[config.mk]
export PLATFORM = sky130hd
export DESIGN_NAME = trigger_unit_flat
export DESIGN_NICKNAME = d
export VERILOG_FILES = /design/src/rtl/logip_pkg.sv /design/src/rtl/trigger_unit_if.sv /design/src/rtl/trigger_stage.sv /design/src/rtl/trigger_unit.sv /design/src/flat_wrapper.sv
export SDC_FILE = /design/constraint.sdc
export NUM_CORES = 1
export LEC_CHECK = 0
export CORE_UTILIZATION = 60
export CTS_CLUSTER_DIAMETER = 60
export CTS_CLUSTER_SIZE = 24
export DETAILED_ROUTE_END_ITERATION = 12
export GPL_TIMING_DRIVEN = 0
export PLACE_DENSITY_LB_ADDON = 0.2
export SKIP_CTS_REPAIR_TIMING = 1
export SYNTH_ARGS = -nofsm -noshare
export SYNTH_HDL_FRONTEND = slang
export SYNTH_SLANG_ARGS = --single-unit
[constraint.sdc]
create_clock -name clk_i -period 3 [get_ports clk_i]
set_input_delay 0.75 -clock clk_i [delete_from_list [all_inputs] [get_ports clk_i]]
set_output_delay 0.75 -clock clk_i [all_outputs]
set_load 0.01 [all_outputs]
[src/rtl/logip_pkg.sv]
// Shared types and constants for the trigger block: stage configuration
// layout, trigger level/delay widths and the arm/run state encoding.
package logip_pkg;

  localparam int TRIG_LVL_W = 2;
  localparam int TRIG_DLY_W = 16;
  localparam int TRIG_CH_W  = 5;

  localparam logic [TRIG_LVL_W-1:0] TRIG_LVL_MAX = '1;

  // Per-stage configuration as loaded by set_cfg_i.
  typedef struct packed {
    logic                  start;
    logic                  serial;
    logic [TRIG_CH_W-1:0]  channel;
    logic [TRIG_LVL_W-1:0] level;
    logic [TRIG_DLY_W-1:0] delay;
  } trig_cfg_t;

  // Arm/run progression of the whole trigger block.
  typedef enum logic [1:0] {
    TRIG_IDLE  = 2'd0,
    TRIG_ARMED = 2'd1,
    TRIG_RUN   = 2'd2
  } trig_state_t;

  // Unpack a command-decoder word into the stage configuration fields:
  // [15:0] delay, [17:16] level, [24:20] channel, [26] serial, [27] start.
  function automatic trig_cfg_t trig_cfg_decode(input logic [31:0] word);
    trig_cfg_t cfg;
    cfg.delay   = word[15:0];
    cfg.level   = word[17:16];
    cfg.channel = word[24:20];
    cfg.serial  = word[26];
    cfg.start   = word[27];
    return cfg;
  endfunction

endpackage

[src/rtl/trigger_unit_if.sv]
// Bundle of the trigger block's configuration, arm and sample-stream
// signals. master = the driver side (decoder/sampler), slave = trigger_unit.
interface trigger_unit_if #(
  parameter int CHLS   = 32,
  parameter int STAGES = 4
);
  localparam int STAGE_W = (STAGES > 1) ? $clog2(STAGES) : 1;

  logic [31:0]        cfg_data_i;
  logic [STAGE_W-1:0] cfg_stage_i;
  logic               set_mask_i;
  logic               set_val_i;
  logic               set_cfg_i;
  logic               arm_i;
  logic [CHLS-1:0]    smpls_i;
  logic               stb_i;
  logic [CHLS-1:0]    smpls_o;
  logic               stb_o;
  logic               run_o;
  logic               armed_o;

  modport master (
    output cfg_data_i, cfg_stage_i, set_mask_i, set_val_i, set_cfg_i,
    output arm_i, smpls_i, stb_i,
    input  smpls_o, stb_o, run_o, armed_o
  );

  modport slave (
    input  cfg_data_i, cfg_stage_i, set_mask_i, set_val_i, set_cfg_i,
    input  arm_i, smpls_i, stb_i,
    output smpls_o, stb_o, run_o, armed_o
  );

endinterface

[src/rtl/trigger_stage.sv]
// One trigger stage: mask/value/config registers, match logic, delay
// counter and fired flag. Optional macro TRIG_SERIAL_EN adds a per-stage
// shift register fed from one selected channel, matched instead of the
// parallel sample when the stage's serial bit is set.
module trigger_stage
  import logip_pkg::*;
#(
  parameter int CHLS = 32
) (
  input  logic                  clk_i,
  input  logic                  rst_in,
  input  logic [31:0]           i_cfg_data,
  input  logic                  i_set_mask,
  input  logic                  i_set_val,
  input  logic                  i_set_cfg,
  input  logic                  i_arm,
  input  logic                  i_eval,
  input  logic [TRIG_LVL_W-1:0] i_level,
  input  logic [CHLS-1:0]       i_smpls,
  output logic                  o_fire,
  output logic                  o_start
);

  logic [CHLS-1:0]       r_mask;
  logic [CHLS-1:0]       r_value;
  trig_cfg_t             r_cfg;
  logic                  r_fired;
  logic                  r_counting;
  logic [TRIG_DLY_W-1:0] r_cnt;

  logic [CHLS-1:0] w_data;
  logic            w_match;
  logic            w_eligible;
  logic            w_cnt_done;
  logic            w_fire;
  logic            w_start_cnt;
  logic            w_unused;

  // Bits of the config word this stage never looks at (and, without the
  // serial option, the stored serial/channel fields).
  assign w_unused = ^{i_cfg_data, r_cfg.serial, r_cfg.channel};

  // Configuration registers; each set flag loads independently.
  always_ff @(posedge clk_i or negedge rst_in) begin
    if (!rst_in) begin
      r_mask  <= '0;
      r_value <= '0;
      r_cfg   <= '0;
    end else begin
      if (i_set_mask) r_mask  <= i_cfg_data[CHLS-1:0];
      if (i_set_val)  r_value <= i_cfg_data[CHLS-1:0];
      if (i_set_cfg)  r_cfg   <= trig_cfg_decode(i_cfg_data);
    end
  end

`ifdef TRIG_SERIAL_EN
  localparam int CH_IDX_W = (CHLS > 1) ? $clog2(CHLS) : 1;

  logic [CHLS-1:0]     r_shreg;
  logic [CHLS-1:0]     w_shreg_next;
  logic [CH_IDX_W-1:0] w_chan;
  logic                w_ser_bit;

  assign w_chan    = r_cfg.channel[CH_IDX_W-1:0];
  assign w_ser_bit = (int'(w_chan) < CHLS) ? i_smpls[w_chan] : 1'b0;

  if (CHLS > 1) begin : g_sh_wide
    assign w_shreg_next = {r_shreg[CHLS-2:0], w_ser_bit};
  end else begin : g_sh_one
    assign w_shreg_next = w_ser_bit;
  end

  // Matching uses the register as it will be after this strobe's shift.
  assign w_data = r_cfg.serial ? w_shreg_next : i_smpls;

  // Serial history: cleared on arm, shifts on every evaluated strobe.
  always_ff @(posedge clk_i or negedge rst_in) begin
    if (!rst_in) begin
      r_shreg <= '0;
    end else if (i_arm) begin
      r_shreg <= '0;
    end else if (i_eval) begin
      r_shreg <= w_shreg_next;
    end
  end
`else
  assign w_data = i_smpls;
`endif

  assign w_match     = ((w_data ^ r_value) & r_mask) == '0;
  assign w_eligible  = i_eval && !r_fired && !r_counting && (r_cfg.level == i_level);
  // A counting stage fires on the strobe that brings its count to zero.
  assign w_cnt_done  = i_eval && r_counting && (r_cnt == TRIG_DLY_W'(1));
  assign w_start_cnt = w_eligible && w_match && (r_cfg.delay != '0);
  assign w_fire      = (w_eligible && w_match && (r_cfg.delay == '0)) || w_cnt_done;

  assign o_fire  = w_fire;
  assign o_start = r_cfg.start;

  // Fired/counting flags and delay counter, only touched on strobes or arm.
  always_ff @(posedge clk_i or negedge rst_in) begin
    if (!rst_in) begin
      r_fired    <= 1'b0;
      r_counting <= 1'b0;
      r_cnt      <= '0;
    end else if (i_arm) begin
      r_fired    <= 1'b0;
      r_counting <= 1'b0;
      r_cnt      <= '0;
    end else if (w_fire) begin
      r_fired    <= 1'b1;
      r_counting <= 1'b0;
      r_cnt      <= '0;
    end else if (w_start_cnt) begin
      r_counting <= 1'b1;
      r_cnt      <= r_cfg.delay;
    end else if (i_eval && r_counting) begin
      r_cnt      <= r_cnt - 1'b1;
    end
  end

endmodule

[src/rtl/trigger_unit.sv]
// Multi-stage trigger: evaluates strobed samples against STAGES trigger
// stages, tracks the trigger level and raises a sticky run flag when a
// start stage fires. Samples/strobe are forwarded one cycle late so they
// line up with run_o. Optional macro TRIG_SERIAL_EN enables serial-mode
// matching inside each stage.
module trigger_unit
  import logip_pkg::*;
#(
  parameter int CHLS   = 32,
  parameter int STAGES = 4
) (
  input  logic          clk_i,
  input  logic          rst_in,
  trigger_unit_if.slave bus
);

  localparam int STAGE_W = (STAGES > 1) ? $clog2(STAGES) : 1;

  trig_state_t           r_state;
  trig_state_t           w_state_next;
  logic [TRIG_LVL_W-1:0] r_level;
  logic [CHLS-1:0]       r_smpls_o;
  logic                  r_stb_o;

  logic              w_eval;
  logic [STAGES-1:0] w_fire;
  logic [STAGES-1:0] w_start;
  logic              w_fire_start;
  logic              w_fire_inc;

  // Arm takes priority: a strobe in the arm cycle is forwarded but not evaluated.
  assign w_eval = (r_state == TRIG_ARMED) && bus.stb_i && !bus.arm_i;

  genvar gi;
  generate
    for (gi = 0; gi < STAGES; gi++) begin : g_stage
      logic w_sel;
      assign w_sel = (bus.cfg_stage_i == STAGE_W'(gi));

      trigger_stage #(
        .CHLS(CHLS)
      ) u_stage (
        .clk_i      (clk_i),
        .rst_in     (rst_in),
        .i_cfg_data (bus.cfg_data_i),
        .i_set_mask (bus.set_mask_i && w_sel),
        .i_set_val  (bus.set_val_i && w_sel),
        .i_set_cfg  (bus.set_cfg_i && w_sel),
        .i_arm      (bus.arm_i),
        .i_eval     (w_eval),
        .i_level    (r_level),
        .i_smpls    (bus.smpls_i),
        .o_fire     (w_fire[gi]),
        .o_start    (w_start[gi])
      );
    end
  endgenerate

  assign w_fire_start = |(w_fire & w_start);
  assign w_fire_inc   = |(w_fire & ~w_start);

  // Arm/run state register.
  always_ff @(posedge clk_i or negedge rst_in) begin
    if (!rst_in) begin
      r_state <= TRIG_IDLE;
    end else begin
      r_state <= w_state_next;
    end
  end

  // Next arm/run state: arm from anywhere, run once a start stage fires.
  always_comb begin
    w_state_next = r_state;
    if (bus.arm_i) begin
      w_state_next = TRIG_ARMED;
    end else if ((r_state == TRIG_ARMED) && w_fire_start) begin
      w_state_next = TRIG_RUN;
    end
  end

  // Trigger level: one step per cycle however many non-start stages fire.
  always_ff @(posedge clk_i or negedge rst_in) begin
    if (!rst_in) begin
      r_level <= '0;
    end else if (bus.arm_i) begin
      r_level <= '0;
    end else if (w_fire_inc && (r_level != TRIG_LVL_MAX)) begin
      r_level <= r_level + 1'b1;
    end
  end

  // One-cycle sample/strobe delay to stay aligned with run_o.
  always_ff @(posedge clk_i or negedge rst_in) begin
    if (!rst_in) begin
      r_smpls_o <= '0;
      r_stb_o   <= 1'b0;
    end else begin
      r_smpls_o <= bus.smpls_i;
      r_stb_o   <= bus.stb_i;
    end
  end

  assign bus.smpls_o = r_smpls_o;
  assign bus.stb_o   = r_stb_o;
  assign bus.run_o   = (r_state == TRIG_RUN);
  assign bus.armed_o = (r_state == TRIG_ARMED);

endmodule

[src/flat_wrapper.sv]
// flat-port wrapper written by rule: the top's interface ports become plain ports
module trigger_unit_flat import logip_pkg::*;
#(
  parameter int CHLS   = 32,
  parameter int STAGES = 4
)
  (clk_i, rst_in, bus_cfg_data_i, bus_cfg_stage_i, bus_set_mask_i, bus_set_val_i, bus_set_cfg_i, bus_arm_i, bus_smpls_i, bus_stb_i, bus_smpls_o, bus_stb_o, bus_run_o, bus_armed_o);
  trigger_unit_if #(.CHLS(CHLS), .STAGES(STAGES)) bus_i ();
  input  logic clk_i;
  input  logic rst_in;
  input wire logic [$bits(bus_i.cfg_data_i)-1:0] bus_cfg_data_i;
  input wire logic [$bits(bus_i.cfg_stage_i)-1:0] bus_cfg_stage_i;
  input wire logic [$bits(bus_i.set_mask_i)-1:0] bus_set_mask_i;
  input wire logic [$bits(bus_i.set_val_i)-1:0] bus_set_val_i;
  input wire logic [$bits(bus_i.set_cfg_i)-1:0] bus_set_cfg_i;
  input wire logic [$bits(bus_i.arm_i)-1:0] bus_arm_i;
  input wire logic [$bits(bus_i.smpls_i)-1:0] bus_smpls_i;
  input wire logic [$bits(bus_i.stb_i)-1:0] bus_stb_i;
  output wire logic [$bits(bus_i.smpls_o)-1:0] bus_smpls_o;
  output wire logic [$bits(bus_i.stb_o)-1:0] bus_stb_o;
  output wire logic [$bits(bus_i.run_o)-1:0] bus_run_o;
  output wire logic [$bits(bus_i.armed_o)-1:0] bus_armed_o;
  assign bus_i.cfg_data_i = bus_cfg_data_i;
  assign bus_i.cfg_stage_i = bus_cfg_stage_i;
  assign bus_i.set_mask_i = bus_set_mask_i;
  assign bus_i.set_val_i = bus_set_val_i;
  assign bus_i.set_cfg_i = bus_set_cfg_i;
  assign bus_i.arm_i = bus_arm_i;
  assign bus_i.smpls_i = bus_smpls_i;
  assign bus_i.stb_i = bus_stb_i;
  assign bus_smpls_o = bus_i.smpls_o;
  assign bus_stb_o = bus_i.stb_o;
  assign bus_run_o = bus_i.run_o;
  assign bus_armed_o = bus_i.armed_o;
  trigger_unit #(.CHLS(CHLS), .STAGES(STAGES)) u_core (.clk_i(clk_i), .rst_in(rst_in), .bus(bus_i));
endmodule
# After elaboration in Yosys (flattened, before gate mapping)
# Cells that the tools add are included.
dict set report op_classes {
  n_eq_ne 14
  n_reduce_logical 90
  n_bitwise 11
  n_addsub 5
  n_mux 40
}
# cell count
set ops {}
lappend ops {{16-bit 2-to-1 mux} 16}
lappend ops {{32-bit AND} 4}
lappend ops {{32-bit zero test} 4}
lappend ops {{32-bit bitwise XOR} 4}
lappend ops {{16-bit by 1-bit equality test with 1-bit output, second input constant} 4}
lappend ops {{16-bit zero test} 4}
lappend ops {{16-bit nonzero test} 4}
lappend ops {{16-bit by 1-bit subtractor with 16-bit output, second input constant} 4}
lappend ops {{1-bit logical AND} 48}
lappend ops {{1-bit 2-to-1 mux} 20}
lappend ops {{4-bit nonzero test} 4}
lappend ops {{2-bit nonzero test} 6}
lappend ops {{3-bit nonzero test} 4}
lappend ops {{1-bit zero test} 9}
lappend ops {{4-bit AND} 2}
lappend ops {{2-bit equality test} 4}
lappend ops {{2-bit 2-to-1 mux} 4}
lappend ops {{4-bit OR reduction} 2}
lappend ops {{2-bit equality test, second input constant} 3}
lappend ops {{2-bit by 1-bit equality test with 1-bit output, second input constant} 2}
lappend ops {{1-bit logical OR} 4}
lappend ops {{4-bit inverter} 1}
lappend ops {{2-bit by 1-bit adder with 2-bit output, second input constant} 1}
lappend ops {{2-bit zero test} 1}
lappend ops {{2-bit inequality test, second input constant} 1}
dict set report word_totals {
  register_bits 441
  inputBits 73
}

# Logic depth before layout (Yosys ltp)
dict set report depth {
  depth_word 14
  depth_mapped 10
  ltp_nobuf 9
}

# Modules after synthesis
# From an unflattened synthesis, not the netlist that was laid out.
dict set report hier_totals {
  cells_unflattened 1544
  area_unflattened_um2 20279.4
}
# mod area_per_inst_um2 seq_area_each_um2 instances cells_per_inst
set modules_own_cells {}
lappend modules_own_cells {{trigger_stage (u_core.g_stage[1].u_stage ...)} 4800.9 2527.4 3 373}
lappend modules_own_cells {{trigger_stage (u_core.g_stage[0].u_stage)} 4663.2 2527.4 1 352}
lappend modules_own_cells {trigger_unit 1213.7 925.9 1 73}

# Least setup slack after synthesis
# Ideal clock, no wire load.
dict set report synth_path {
  path_kind {input port to flip-flop}
  from {in bus_arm_i}
  to {reg u_core.r_level[0]}
  path_slack_ns 0.349
  cell_stages 8
  setup_time_ns 0.125
  t_required_ns 2.875
  arrival_time_ns 2.526
  cell_sequence {and4bb_1 > buf_4 > nand3_1 > or4_1 > nor4_1 > a32oi_1 > o221ai_2 > mux2_4}
}
dict set report synth_via {
  elab_chain_cells 12
  word_cells_on_any_way 39
  cone_classes {mux: 1; bitwise: 1; reduce/logical: 37}
}
# element line_no
set synth_lines {}
lappend synth_lines {{from (decl)} flat_wrapper.sv:16} ;# input wire logic [$bits(bus_i.arm_i)-1:0] bus_arm_i;
lappend synth_lines {{1-bit zero test} trigger_unit.sv:32} ;# assign w_eval = (r_state == TRIG_ARMED) && bus.stb_i && !bus.arm_i;
lappend synth_lines {{1-bit logical AND} trigger_unit.sv:32}
lappend synth_lines {{1-bit logical AND (3 in series)} trigger_stage.sv:91} ;# assign w_eligible = i_eval && !r_fired && !r_counting && (r_cfg.level == i_level);
lappend synth_lines {{1-bit logical AND (2 in series)} trigger_stage.sv:95} ;# assign w_fire = (w_eligible && w_match && (r_cfg.delay == '0)) || w_cnt_done;
lappend synth_lines {{1-bit logical OR} trigger_stage.sv:95}
lappend synth_lines {{4-bit AND} trigger_unit.sv:60} ;# assign w_fire_inc = |(w_fire & ~w_start);
lappend synth_lines {{4-bit OR reduction} trigger_unit.sv:60}
lappend synth_lines {{1-bit logical AND} trigger_unit.sv:87} ;# end else if (w_fire_inc && (r_level != TRIG_LVL_MAX)) begin
lappend synth_lines {{2-bit nonzero test (no line)} n/a}
lappend synth_lines {{to (signal assigned)} trigger_unit.sv:88} ;# r_level <= r_level + 1'b1;
lappend synth_lines {{to (decl)} trigger_unit.sv:21} ;# logic [TRIG_LVL_W-1:0] r_level;
# Several ways; a longest one is shown, not always the timed one.
# A chain may end at the register's enable or synchronous reset.

# Worst setup path in the final report
dict set report layout_path {
  from {in bus_smpls_i[6]}
  to {reg u_core.r_level[0]}
}
dict set report layout_via {
  elab_chain_cells 10
  word_cells_on_any_way 28
  cone_classes {bitwise: 9; reduce/logical: 19}
}
# element line_no
set layout_lines {}
lappend layout_lines {{from (decl)} flat_wrapper.sv:17} ;# input wire logic [$bits(bus_i.smpls_i)-1:0] bus_smpls_i;
lappend layout_lines {{32-bit bitwise XOR} trigger_stage.sv:90} ;# assign w_match = ((w_data ^ r_value) & r_mask) == '0;
lappend layout_lines {{32-bit AND} trigger_stage.sv:90}
lappend layout_lines {{32-bit zero test} trigger_stage.sv:90}
lappend layout_lines {{1-bit logical AND (2 in series)} trigger_stage.sv:95}
lappend layout_lines {{1-bit logical OR} trigger_stage.sv:95}
lappend layout_lines {{4-bit AND (*)} trigger_unit.sv:60}
lappend layout_lines {{4-bit OR reduction (*)} trigger_unit.sv:60}
lappend layout_lines {{1-bit logical AND (*)} trigger_unit.sv:87}
lappend layout_lines {{2-bit nonzero test (no line) (*)} n/a}
# Mark *: on every way between the ends. The rest lies on a longest branch, timed or not.

==> metrics.cfg <==
[placement]
place_ws_ns = -1.20
dpl_cell_area_sq_um = 21800
place_congestion = 0.932
dpl.hpwl_um = 37600
io_buffer_count = 107

[timing]
clock_skew_ns = 0.0203
fin_crit_ns = 2.95
worstMarginPinSlew_ns = 1.09
setup_viol = 0
finalHoldViolCount = 0
period_share_pct = 98.4
setup_slack_ns = 0.0472
max_freq_ghz = 0.339
holdWs_ns = 0.0542
drv_slew = 0
slew-limit-headroom_pct = 27.5
fin_tns_setup_ns = 0

[setup_path]
cp-startpoint = bus_smpls_i[6]
start_kind = input pin
r2r-end = u_core.r_level[0]$_DFFE_PN0P_
critPathArrivalTime_ns = 3.43
worst-path-stages = 9
crit_path_top_delay_cell = clkdlybuf4s50_1
required_ns = 3.48
worstRegToRegCells = 8
critPathBufInv = 1
worstSetupPathType = in -> reg
r2r_start = u_core.g_stage[3].u_stage.r_cnt[10]$_DFFE_PN0P_
critPathTopFamily = simple AND/OR/NAND/NOR gates
max_stage_delay_ns = 0.62
crit_path_end = u_core.r_level[0]$_DFFE_PN0P_
crit_chain = clkdlybuf4s50_1 > xor2_1 > a22oi_1 > nand4_1 > nor4_4 > a21oi_2 > or3_1 > o221ai_2 > mux2_4
ff2ff_setup_slack_ns = 0.28
setup.worst_path.end_class = register
crit_fanout = 5

[global_route]
grt_pass1_vias = 13467
antenna_found_initial = 0
grt_max_degree = 115
grt_overflow = 0
grt_pass1_wl_um = 80100
grt_use_total_pct = 31.6

[synthesis]
yosys-top-cells-area = dfrtp_1, mux2_2, xor2_1
ys_ff_latch = 441
syn_nets = 1658
synth_top_cells_by_count = dfrtp_1, mux2_2, xor2_1
synth.cell_area_sq_um = 20100
synth.top_cell.area_share_pct = 54.9
synth_top_area_cell = dfrtp_1
ys.flop_type = dfrtp_1
synth_edf_count = 0
synth.yosys.seq_area_share_pct = 54.9
synth.yosys.warnings = 0
yosysUniqueCellTypes = 64
synth_cells = 1576
synthArstFlopShare_pct = 100
yosysMostFrequentCell = dfrtp_1
syn_area_per_cell_sq_um = 12.8

[layout]
drive_gt1_share_pct = 25.8
n_antenna_cell = 0
post-route-util_pct = 70.7
syn_to_final_growth_pct = 15.2
nNetsFinal = 1803
finalInstanceArea_sq_um = 23200

[outcome]
outcome = complete, no violations

[drt]
wire_per_inst_um = 24.1
dr.pass1.iters = 5
drcViolationCount = 0
detail-route-antenna-nets = 0
via_count = 13301
totalWireLength_um = 52700
viasPerCell = 6.08
drtIter0Drc = 1002

[clock_network]
cts_tree = done
clkSinkCount = 441
cts_root_buf = clkbuf_16
cts_made_buffers = 31
cts_htree_levels = 1
cts_max_path_buffers = 3
insertion_delay_ns = 0.60
cts.clk_slew.worst_paths_ns = 0.09

[die]
rows = 66
die_h_um = 185
initial_core_util_pct = 61.3
core-area_sq_um = 32800
pin_count = 108
chipWidth_um = 185
fp.dieArea_sq_um = 34200

[run]
maxCapViolations = 0

[power]
vdd_drop_max_mv = 0.551
p_leak_nw = 10.4
powerDensity_nw_per_um2 = 624

[min_path]
worstHoldPathType = in -> async

-- cell usage in the layout (no fill, tap or decap), types with 8 or more instances in the layout --
cell	Yosys	final
clkbuf_1	40	41
clkdlybuf4s50_1	0	78
inv_1	29	29
xnor2_1	33	33
o211a_1	14	14
nor4_1	32	28
a211oi_1	28	28
dlymetal6s2s_1	0	28
dfrtp_1	441	441
xor2_1	147	145
a22oi_1	58	54
buf_2	10	8
clkbuf_16	0	31
nand3_1	16	15
o2bb2ai_1	14	14
nor2b_1	9	9
nor3_1	24	22
nand2_1	78	78
a21oi_1	9	8
o21ai_1	10	10
nor2_1	69	69
nand4_1	36	36
buf_1	23	23
mux2i_1	20	20
mux2_2	332	332
ha_1	9	9
nand2b_1	9	9
-- routing by layer --
| layer | part of all wire [%] | vias up | wire length, um | GRT usage (%) |
|---|---|---|---|---|
| met3 | 5.6 | 117 | 2940 | 4.21 |
| met4 | 4.3 | 0 | 2250 | 12.7 |
| met5 | 0 | - | 0 | 0 |
| met1 | 42 | 6843 | 22100 | 42.9 |
| met2 | 48 | 404 | 25300 | 51.8 |
| li1 | - | 5937 | - | - |
-- layout make-up --
type	instances	area [sq um]
fillers	2303	9620
multi-input cells	1030	8800
well taps	442	553
clock buffers	33	783
plain buffers	76	317
inverters	29	109
repair buffers	112	1260
clock inverters	25	302
flip-flops and latches	441	11000
-- flip-flops by register name, summed over array words and instances, names as in the netlist, 4 cells and up --
name                               count
u_core.g_stage.u_stage.r_cfg          72
u_core.g_stage.u_stage.r_counting      4
u_core.g_stage.u_stage.r_mask        128
u_core.bus.smpls_o                    32
u_core.g_stage.u_stage.r_fired         4
u_core.g_stage.u_stage.o_start         4
u_core.g_stage.u_stage.r_cnt          64
u_core.g_stage.u_stage.r_value       128
-- where the power goes --
part / switching (W) / leakage [nW] / internal, W / total, W
clock: 0.00236 / 0.522 / 0.00219 / 0.00455
sequential: 0.000626 / 5.37 / 0.00681 / 0.00744
combinational: 0.00124 / 4.48 / 0.00122 / 0.00247
-- stage by stage --
step / power [W] / cells
CTS: 0.0144 / 2187
finish: 0.0145 / 2188
global route: 0.0150 / 2188
detailed placement: 0.00990 / 2129
floorplan: 0.00888 / 1576
global placement: 0.00978 / 2125
-- cell families (layout without fill, tap and decap cells) --
kind of cell    Yosys count  count (layout)  share of synthesized area, %
mux                     354             354                          19.7
flops                   441             441                          54.9
fa+ha+maj                 9               9                         0.560
simple gates            328             328                          8.93
compound gates          159             159                          5.97
xor+xnor                180             180                          7.84
buf+inv                 105             275                          2.07
-- worst min path at each step --
stage | from | end | cells past startpoint
floorplan | rst_in | u_core.bus.smpls_o[0]$_DFF_PN0_ | 0
global placement | u_core.g_stage[1].u_stage.r_mask[10]$_DFFE_PN0P_ | u_core.g_stage[1].u_stage.r_mask[10]$_DFFE_PN0P_ | 1
detailed placement | u_core.g_stage[1].u_stage.r_mask[5]$_DFFE_PN0P_ | u_core.g_stage[1].u_stage.r_mask[5]$_DFFE_PN0P_ | 1
CTS | rst_in | u_core.g_stage[3].u_stage.r_cnt[9]$_DFFE_PN0P_ | 1
global route | rst_in | u_core.g_stage[3].u_stage.r_cnt[9]$_DFFE_PN0P_ | 1
finish | rst_in | u_core.g_stage[3].u_stage.r_cnt[9]$_DFFE_PN0P_ | 1
(Power assumes the default switching activity.)
==> RTL edit (same settings) <==
`STAGES` is set to 4 in 3 places; all go to 8.
--- a/src/rtl/trigger_unit_if.sv
+++ b/src/rtl/trigger_unit_if.sv
@@ -4,3 +4,3 @@
   parameter int CHLS   = 32,
-  parameter int STAGES = 4
+  parameter int STAGES = 8
 );
--- a/src/rtl/trigger_unit.sv
+++ b/src/rtl/trigger_unit.sv
@@ -9,3 +9,3 @@
   parameter int CHLS   = 32,
-  parameter int STAGES = 4
+  parameter int STAGES = 8
 ) (
--- a/src/flat_wrapper.sv
+++ b/src/flat_wrapper.sv
@@ -4,3 +4,3 @@
   parameter int CHLS   = 32,
-  parameter int STAGES = 4
+  parameter int STAGES = 8
 )
Ports: changed (resized bus_cfg_stage_i); port bits go from 108 to 109. The function was not compared with the original's and may differ.
==> RTL edit against the original RTL <==
Critical path depth grew 2; routed wire length grew 110%; the flow now finishes with violations (negative setup slack); largest cell class unchanged; combinational power grew 100%; utilization shrank 1.9 points; power grew 94%; critical endpoint is now u_core.r_state[1]$_DFFE_PN0P_; worst setup slack lost 74 ps; cell area grew 88%; area after synthesis grew 91%; sequential cell count grew 404; final cell count grew 88%; die area grew 90%; clock power grew 82%; highest routed layer unchanged; clock skew grew 18 ps.
==> RTL edit: results (changes against the original RTL) <==
Outcome
  • Status: complete, but fails checks
  • Failing checks: negative setup slack

Logic synthesis
  • Ranking of synthesized cells by area: dfrtp_1 55%, mux2_2 19%, xor2_1 7.0%, a22oi_1 2.6%, nor2_1 2.0%
  • Xor-xnor portion of the synthesized cell area: 0.08841 (+0.009974)
  • Ys Warns: 0 (unchanged)
  • Compound-Gate Fraction of Synth Area: 0.05397 (-0.005727)
  • Post-Synth Adder-Cell Area: 0.005533 (-0.00006875)
  • Mux share of post-synthesis cell area: 0.2007 (+0.003442)
  • Syn nets: 3,121 (+88%)
  • Syn Inst Count: 3,030 (+92%)
  • Netlist cell types: 64 (unchanged)
  • Seq/Total Area, Yosys: 0.5501 (+0.001075)
  • Top cells by instance count after synthesis: 845 x dfrtp_1, 662 x mux2_2, 307 x xor2_1

Power
  • Peak VDD IR: 0.5546 mV (+0.72%)
  • Leak pwr: 18.83 nW (+82%)

Worst setup path
  • Crit path max fanout: 8 (+3)
  • Critical path's top delay family: compound AO/OA/AOI/OAI gates
  • Slowest stage delay, CP: 500 ps (-120 ps)
  • Critical Path AT: 3520 ps (+90 ps)
  • CP max stage cell: clkdlybuf4s50_1

Place
  • Dpl hpwl: 77.18 mm (+110%)
  • Dpl cell area: 40,770 µm² (+87%)
  • Placed insts: 3,989 (+87%)
  • Routability cong.: 0.9408 (+0.90%)
  • Dpl ws: -1717 ps (-512.8 ps)
  • Port buffer count: 106 (-0.93%)

Drt
  • Wirelength per Cell: 27.45 µm (+14%)
  • Post-DR vias/cell: 6.340 (+4.3%)
  • Routed Wire Length: 112.6 mm (+110%)
  • Pre-antenna DRT Iters: 6 (+1)
  • Final ANT Viol Nets: 0 (unchanged)
  • DRT iter0 DRCs: 2,406 (+140%)

Finish
  • Layout cell share with drive strength beyond 1: 0.2783 (+0.02061)
  • Regs by FF count: u_core.g_stage.u_stage.r_mask: 256 flops, u_core.g_stage.u_stage.r_value: 256 flops, u_core.g_stage.u_stage.r_cfg: 144 flops
  • Fillers: 4,498 (+95%)
  • Final net count: 3,304 (+83%)

Min path
  • Hold WC Path Type: in2async

GRT
  • Initial antenna violation count: 6 (+6)
  • Largest net degree at the start of global routing: 123 (+7.0%)
  • First-pass GRT wire length: 166.3 mm (+110%)
  • Vias in the first global route: 26,200 (+95%)
  • Total grt overflow: 0 (unchanged)
  • GRT Util Overall: 0.3507 (+0.03446)

CTS
  • Total CTS buffers: 55 (+77%)
  • Htree depth: 2 (+1)
  • Root buf cell: clkbuf_16
  • Buffers from clock root to sink, at most: 3 (unchanged)
  • Clock slew at reported path FFs: 80 ps
  • Clk_lat worst skew: 660 ps (+60 ps)

Timing
  • Rel. slew slack: 0.1518 (-0.1236)
  • Layout Skew: 38.04 ps (+17.75 ps)
  • Setup_tns: -65.98 ps (-65.98 ps)
  • Finish-stage setup viols: 8 (+8)
  • Worst setup margin: -26.43 ps (-73.67 ps)
## RTL edit: cell types whose count changed in the layout (fill, tap and decap cells not counted), moves of 34 or more
| cell | unedited run | this run |
|---|---|---|
| a211oi_1 | 28 | 95 |
| a22oi_1 | 54 | 123 |
| clkbuf_1 | 41 | 118 |
| dfrtp_1 | 441 | 845 |
| mux2_2 | 332 | 662 |
| nor2_1 | 69 | 199 |
| nor4_1 | 28 | 62 |
| xnor2_1 | 33 | 81 |
| xor2_1 | 145 | 307 |
## RTL edit: path summary, 6_finish.rpt
| path | start | end | slack, ps | depth (start not counted) |
|---|---|---|---|---|
| setup / recovery | bus_stb_i | u_core.r_state[1]$_DFFE_PN0P_ | -30 | 11 |
| hold / removal | rst_in | u_core.g_stage[7].u_stage.r_cnt[12]$_DFFE_PN0P_ | 50 | 1 |
| setup reg to reg | u_core.r_level[1]$_DFFE_PN0P_ | u_core.g_stage[3].u_stage.r_cnt[4]$_DFFE_PN0P_ | 50 | 10 |
| hold reg to reg | u_core.g_stage[7].u_stage.r_mask[6]$_DFFE_PN0P_ | u_core.g_stage[7].u_stage.r_mask[6]$_DFFE_PN0P_ | 510 | 1 |
| max in group asynchronous | rst_in | u_core.g_stage[1].u_stage.r_mask[2]$_DFFE_PN0P_ | 1040 | 4 |
| min in group clk_i | u_core.g_stage[7].u_stage.r_mask[6]$_DFFE_PN0P_ | u_core.g_stage[7].u_stage.r_mask[6]$_DFFE_PN0P_ | 510 | 1 |
## RTL edit: cells by family (layout without fill, tap and decap cells)
logic type | count (synthesis) | count (layout)
AOI/OAI and AO/OA | 285 | 285
xor gates and xnor gates | 388 | 388
adders and majority gates | 17 | 17
buffers and inverters | 233 | 458
DFF | 845 | 845
muxes | 688 | 688
other | 0 | 3
and+or+nand+nor | 574 | 574
## RTL edit: cell type report
cell class              instances  area (µm²)  area share
flip-flops and latches        845       21150      0.4868
multi-input cells            1952       16680      0.3839
clock buffers                  62        1475     0.03396
repair buffers                129        1381     0.03180
plain buffers                 192        1116     0.02569
well taps                     846        1059     0.02437
clock inverters                37       432.9    0.009967
inverters                      38       142.6    0.003284
diodes                          3       7.507   0.0001728
## RTL edit: report_power, final
part | switching (mW) | internal, mW | leakage [nW]
clock | 4.37 | 3.90 | 0.906
combinational | 2.44 | 2.54 | 7.50
sequential | 1.42 | 13.4 | 10.4
total | 8.23 | 19.8 | 18.8
## RTL edit: per-layer routing
| layer | part of all wire | up-vias | global-route usage | routed length, µm |
|---|---|---|---|---|
| met1 | 0.41 | 13550 | 0.4817 | 46230 |
| met3 | 0.080 | 243 | 0.06560 | 8978 |
| met2 | 0.47 | 1069 | 0.5447 | 52390 |
| li1 | - | 11160 | - | - |
| met5 | 0 | - | 0 | 0 |
| met4 | 0.045 | 0 | 0.1605 | 5044 |
